===== config.mk =====
export PLATFORM = sky130hd
export DESIGN_NAME = state_sequencer
export DESIGN_NICKNAME = d
export VERILOG_FILES = /design/src/rtl/sequencer_pkg.sv /design/src/rtl/dwell_counter.sv /design/src/rtl/state_sequencer.sv
export SDC_FILE = /design/constraint.sdc
export NUM_CORES = 1
export LEC_CHECK = 0
export BUFFER_PORTS_ARGS = -buffer_cell sky130_fd_sc_hd__buf_2
export CORE_ASPECT_RATIO = 0.8
export CORE_MARGIN = 10
export CORE_UTILIZATION = 59
export CTS_CLUSTER_SIZE = 12
export DETAILED_ROUTE_END_ITERATION = 10
export PLACE_DENSITY_LB_ADDON = 0.05
export SLEW_MARGIN = 40
export SYNTH_ARGS = -nofsm -noshare
export SYNTH_HDL_FRONTEND = slang
export SYNTH_SLANG_ARGS = --single-unit

===== constraint.sdc =====
create_clock -name clk -period 6 [get_ports clk]
set_input_delay 1.2 -clock clk [delete_from_list [all_inputs] [get_ports clk]]
set_output_delay 1.2 -clock clk [all_outputs]
set_load 0.02 [all_outputs]

===== src/rtl/sequencer_pkg.sv =====
// Shared types and widths for the state sequencer and the downstream register stage.
package sequencer_pkg;
  localparam int SEQ_STATE_W = 4;
  localparam int SEQ_DWELL_W = 8;
  localparam int IDLE_STATE  = 0;

  typedef enum logic [1:0] {IDLE, RUN, PAUSE, DONE} phase_e;
endpackage


===== src/rtl/dwell_counter.sv =====
// Loadable down-counter for per-state dwell; dwell=0 loads as a one-cycle dwell.
module dwell_counter #(
  parameter int DWELL_W = 8
) (
  input  logic               clk,
  input  logic               reset,
  input  logic               clr_i,
  input  logic               load_i,
  input  logic               en_i,
  input  logic [DWELL_W-1:0] dwell_i,
  output logic               zero_o
);
  logic [DWELL_W-1:0] cnt_q, cnt_d;

  always_comb begin
    cnt_d = cnt_q;
    if (clr_i)
      cnt_d = '0;
    else if (load_i)
      cnt_d = (dwell_i == '0) ? '0 : dwell_i - DWELL_W'(1);
    else if (en_i && cnt_q != '0)
      cnt_d = cnt_q - DWELL_W'(1);
  end

  always_ff @(posedge clk) begin
    if (reset) cnt_q <= '0;
    else       cnt_q <= cnt_d;
  end

  assign zero_o = (cnt_q == '0);
endmodule


===== src/rtl/state_sequencer.sv =====
// Walks current_state through 1..LAST_STATE with a programmable dwell per state,
// with hold/resume, abort and direct load; all outputs registered.
module state_sequencer
  import sequencer_pkg::*;
#(
  parameter int STATE_W    = SEQ_STATE_W,
  parameter int DWELL_W    = SEQ_DWELL_W,
  parameter int LAST_STATE = 9
) (
  input  logic               clk,
  input  logic               reset,
  input  logic               start,
  input  logic               hold,
  input  logic               abort,
  input  logic               load_en,
  input  logic [STATE_W-1:0] load_val,
  input  logic [DWELL_W-1:0] dwell,
  output logic [STATE_W-1:0] current_state,
  output logic               busy,
  output logic               step_pulse,
  output logic               done
);
  localparam logic [STATE_W-1:0] LAST_S = STATE_W'(LAST_STATE);
  localparam logic [STATE_W-1:0] IDLE_S = STATE_W'(IDLE_STATE);

  phase_e             phase_q;
  logic [STATE_W-1:0] state_q;
  logic               busy_q, step_q, done_q;

  logic [STATE_W-1:0] load_sat;
  logic               active, pause_load, counting, cnt_zero;
  logic               cnt_load, cnt_en;

  assign load_sat   = (load_val > LAST_S) ? LAST_S : load_val;
  assign active     = (phase_q == RUN) || (phase_q == PAUSE);
  assign pause_load = (phase_q == PAUSE) && load_en;
  // A resume edge counts like a normal RUN edge, so a pause costs exactly the hold cycles.
  assign counting   = active && !abort && !pause_load && !hold;
  assign cnt_en     = counting && !cnt_zero;
  assign cnt_load   = !abort && (((phase_q == IDLE) && (load_en || start)) || pause_load ||
                                 (counting && cnt_zero && state_q < LAST_S));

  dwell_counter #(.DWELL_W(DWELL_W)) u_dwell (
    .clk     (clk),
    .reset   (reset),
    .clr_i   (abort),
    .load_i  (cnt_load),
    .en_i    (cnt_en),
    .dwell_i (dwell),
    .zero_o  (cnt_zero)
  );

  always_ff @(posedge clk) begin
    if (reset) begin
      phase_q <= IDLE;
      state_q <= IDLE_S;
      busy_q  <= 1'b0;
      step_q  <= 1'b0;
      done_q  <= 1'b0;
    end else begin
      step_q <= 1'b0;
      done_q <= 1'b0;
      if (abort) begin
        phase_q <= IDLE;
        state_q <= IDLE_S;
        busy_q  <= 1'b0;
      end else begin
        case (phase_q)
          IDLE: begin
            if (load_en) begin
              phase_q <= RUN;
              state_q <= (load_sat == IDLE_S) ? STATE_W'(1) : load_sat;
              busy_q  <= 1'b1;
            end else if (start) begin
              phase_q <= RUN;
              state_q <= STATE_W'(1);
              busy_q  <= 1'b1;
            end
          end
          RUN, PAUSE: begin
            if (pause_load) begin
              state_q <= load_sat;
            end else if (hold) begin
              phase_q <= PAUSE;
            end else if (!cnt_zero) begin
              phase_q <= RUN;
            end else if (state_q < LAST_S) begin
              phase_q <= RUN;
              state_q <= state_q + STATE_W'(1);
              step_q  <= 1'b1;
            end else begin
              phase_q <= DONE;
              busy_q  <= 1'b0;
              done_q  <= 1'b1;
            end
          end
          DONE: begin
            phase_q <= IDLE;
            state_q <= IDLE_S;
          end
          default: phase_q <= IDLE;
        endcase
      end
    end
  end

  assign current_state = state_q;
  assign busy          = busy_q;
  assign step_pulse    = step_q;
  assign done          = done_q;
endmodule


==> results.py <==
metrics = {
    "final_layout": {
        "layout-drive-gt1-share_pct": 22.34,
        "fin_nets": 216,
        "instances_no_fill": 213,
        "post-route-util_pct": 69.43,
        "syn_to_final_growth_pct": 11.75,
        "insertedDiodeCount": 0,
    },
    "sta": {
        "fin_crit_ns": 2.589,
        "tightestPinTransition_ns": 0.8552,
        "finalSetupViolations": 0,
        "rsz0062_at_grt": "false",
        "fin_tns_setup_ns": 0,
        "skew_ns": 0.006817,
        "hold_viol": 0,
        "fmax_mhz": 386.2,
        "slew_viol_final": 0,
        "max-slew-margin-rel_pct": 42.99,
        "finalCritPeriodShare_pct": 43.16,
    },
    "worst_setup_path": {
        "cp_data_arrival_time_ns": 2.80,
        "crit_chain": "buf_2 -> a21bo_1 -> nor3_2 -> a31oi_4 -> or3_1 -> a21oi_1",
        "crit_type": "input pin to flop",
        "critPathSlowestCell": "or3_1",
        "crit_fanout": 16,
        "worstSetupStartpointType": "input pin",
        "cp_top_family": "compound AO/OA/AOI/OAI gates",
        "cpPeakStageDelay_ns": 0.43,
        "cp-end-kind": "flop",
        "path_buf_inv": 1,
        "cp.depth": 6,
        "r2r_cells": 7,
        "critical_path_required_ns": 6.21,
    },
    "die": {
        "start_util_pct": 62.13,
        "rows": 15,
        "die-area_mm2": 0.004620,
        "pin_count": 25,
        "dieHeight_um": 62.83,
        "fp.dieW_um": 73.53,
        "coreArea_mm2": 0.002177,
    },
    "route": {
        "drt-wirelength-per-cell_um": 15.72,
        "drcViolationCount": 0,
        "drtIter0Drc": 189,
        "vias": 1318,
        "detail_route.first_pass.iterations": 6,
        "detail-route-antenna-nets": 0,
        "wl_um": 3349,
        "via_per_inst": 6.188,
    },
    "grt": {
        "antenna_found_initial": 0,
        "grt_pass1_vias": 1127,
        "grt_max_degree": 17,
        "grt_first_pass_wirelength_um": 5161,
        "grt-ovfl-total": 0,
        "grt_usage_pct": 13.32,
    },
    "worst_hold_path": {
        "hold_depth": 2,
        "worstHoldPathType": "flop to flop",
    },
    "placed_design": {
        "portBuffers": 24,
        "gp_congestion": 0.8386,
        "place_hpwl_um": 2649,
        "placed_cells": 209,
    },
    "clock_tree": {
        "cts.htree.levels": 1,
        "clock_insertion_delay_worst_skew_ns": 0.29,
        "clockBufferDepth": 2,
        "cts.sinks": 17,
        "cts_buffers": 3,
        "post_cts_buffers": 0,
        "ctsResizeCount": 0,
        "cts_root_buffer": "clkbuf_4",
        "cts.clk_slew.worst_paths_ns": 0.09,
        "cts_hold_buf": 0,
        "cts_tree": "done",
    },
    "synth": {
        "synth_flop_cell": "dfxtp_1",
        "yosysWarnings": 0,
        "syn_inst": 166,
        "synth.avg_cell_area_um2": 8.148,
        "synth_area_mm2": 0.001353,
        "ys_ff_latch": 17,
        "syn_nets": 193,
        "synth_seq_area_share_pct": 25.16,
        "synth_edf_count": 0,
        "synth_cell_types": 50,
        "async_reset_ff_share_pct": 0,
    },
    "power_and_ir_drop": {
        "ir_drop_v": 0.0001639,
        "powerDensity_mw_per_mm2": 177.5,
        "leakagePower_nw": 0.6057,
    },
    "job": {
        "max_cap_violations": 0,
    },
    "run_status": {
        "status": "complete, no violations",
    },
}
[where the power goes]
part	total (mW)	switching (mW)	internal, mW
Clock	0.0614	0.0366	0.0248
Sequential	0.123	0.00549	0.118
Combinational	0.0834	0.0500	0.0334
Total	0.268	0.0921	0.176
[state kept, by name (all words and copies together), names as in the netlist]
register	flops
busy	1
current_state	4
done	1
phase_q	2
step_pulse	1
u_dwell.cnt_q	8
[layer usage]
metal	global-route usage (%)	wire (um)	vias to the layer above
met3	3.651	226	2
met2	18.62	1479	40
met5	0	0	-
li1	-	-	663
met1	19.70	1634	613
met4	1.860	8	0
[area by class of cell]
type                    count  area, um2
inverters                  13      48.80
fillers                   183      665.6
well taps                  25      31.28
repair buffers             24      120.1
clock buffers               3      22.52
multi-input cells         130      943.4
flip-flops and latches     17      340.3
clock inverters             1      5.005
[cells in the mapped netlist, types with 2 or more instances]
cell type  number  area share, %
dfxtp_1        17             25
a21oi_1        14            5.2
nor2_1         14            3.9
inv_1          13            3.6
nand2_1        10            2.8
ha_1            9            8.3
or3_1           8            3.7
nor3_1          7            2.6
o21ai_0         6            2.2
a211oi_1        5            2.8
nand3_1         5            1.8
clkbuf_1        4            1.1
mux2i_1         4            3.0
nor3b_1         3            1.7
or3b_2          3            1.9
xnor2_1         3            1.9
a21boi_0        2            1.1
a311oi_1        2            1.3
buf_2           2           0.74
nand2b_1        2           0.92
nor4_1          2           0.92
o211ai_1        2            1.1
xor2_1          2            1.3
[stage by stage]
stage          setup slack [ns]  cell area [um2]  power (mW)  hold WS [ns]
2_1_floorplan             3.558             1353      0.1845        0.4935
3_3_place_gp              3.252             1479      0.2044        0.4586
3_5_place_dp              3.188             1479      0.2069        0.4641
4_1_cts                   3.449             1506      0.2680        0.4847
5_1_grt                   3.318             1511      0.2820        0.5305
6_report                  3.411             1511      0.2682        0.4857
[tightest hold or removal path: cells and delay by family, from the launching register on]
kind               cells  cell delay [ns]
DFF                    1             0.33
AOI/OAI and AO/OA      2             0.12
[cells by family (layout without fill, tap and decap cells)]
family | Yosys count | in the layout | synth area share, %
and+or+nand+nor | 66 | 66 | 28.22
xor gates and xnor gates | 5 | 5 | 3.238
AOI/OAI and AO/OA | 45 | 45 | 25.81
buffers and inverters | 19 | 41 | 5.458
DFF | 17 | 17 | 25.16
muxes | 5 | 5 | 3.793
adders and majority gates | 9 | 9 | 8.326
[placed cells by master (no fill, tap or decap), types with 2 or more instances in the layout]
master,n
a21oi_1,14
or3b_2,3
xor2_1,2
or3_1,8
xnor2_1,3
nor4_1,2
nor3_1,7
ha_1,9
nand3_1,5
a21boi_0,2
nor2_1,14
buf_2,24
a311oi_1,2
dfxtp_1,17
nor3b_1,2
o211ai_1,2
a211oi_1,5
inv_1,13
nand2b_1,2
nand2_1,10
clkbuf_4,3
o21ai_0,6
mux2i_1,4
[worst paths after layout]
path / startpoint / slack, ns / end
worst max register to register: phase_q[1]$_SDFFE_PP0P_ / 3.60 / u_dwell.cnt_q[4]$_SDFFE_PP0P_
worst max-delay path: load_en / 3.41 / u_dwell.cnt_q[4]$_SDFFE_PP0P_
worst min-delay path: busy$_SDFFE_PP0P_ / 0.49 / busy$_SDFFE_PP0P_
worst min register to register: busy$_SDFFE_PP0P_ / 0.49 / busy$_SDFFE_PP0P_
Power figures use the tool's default switching activity.
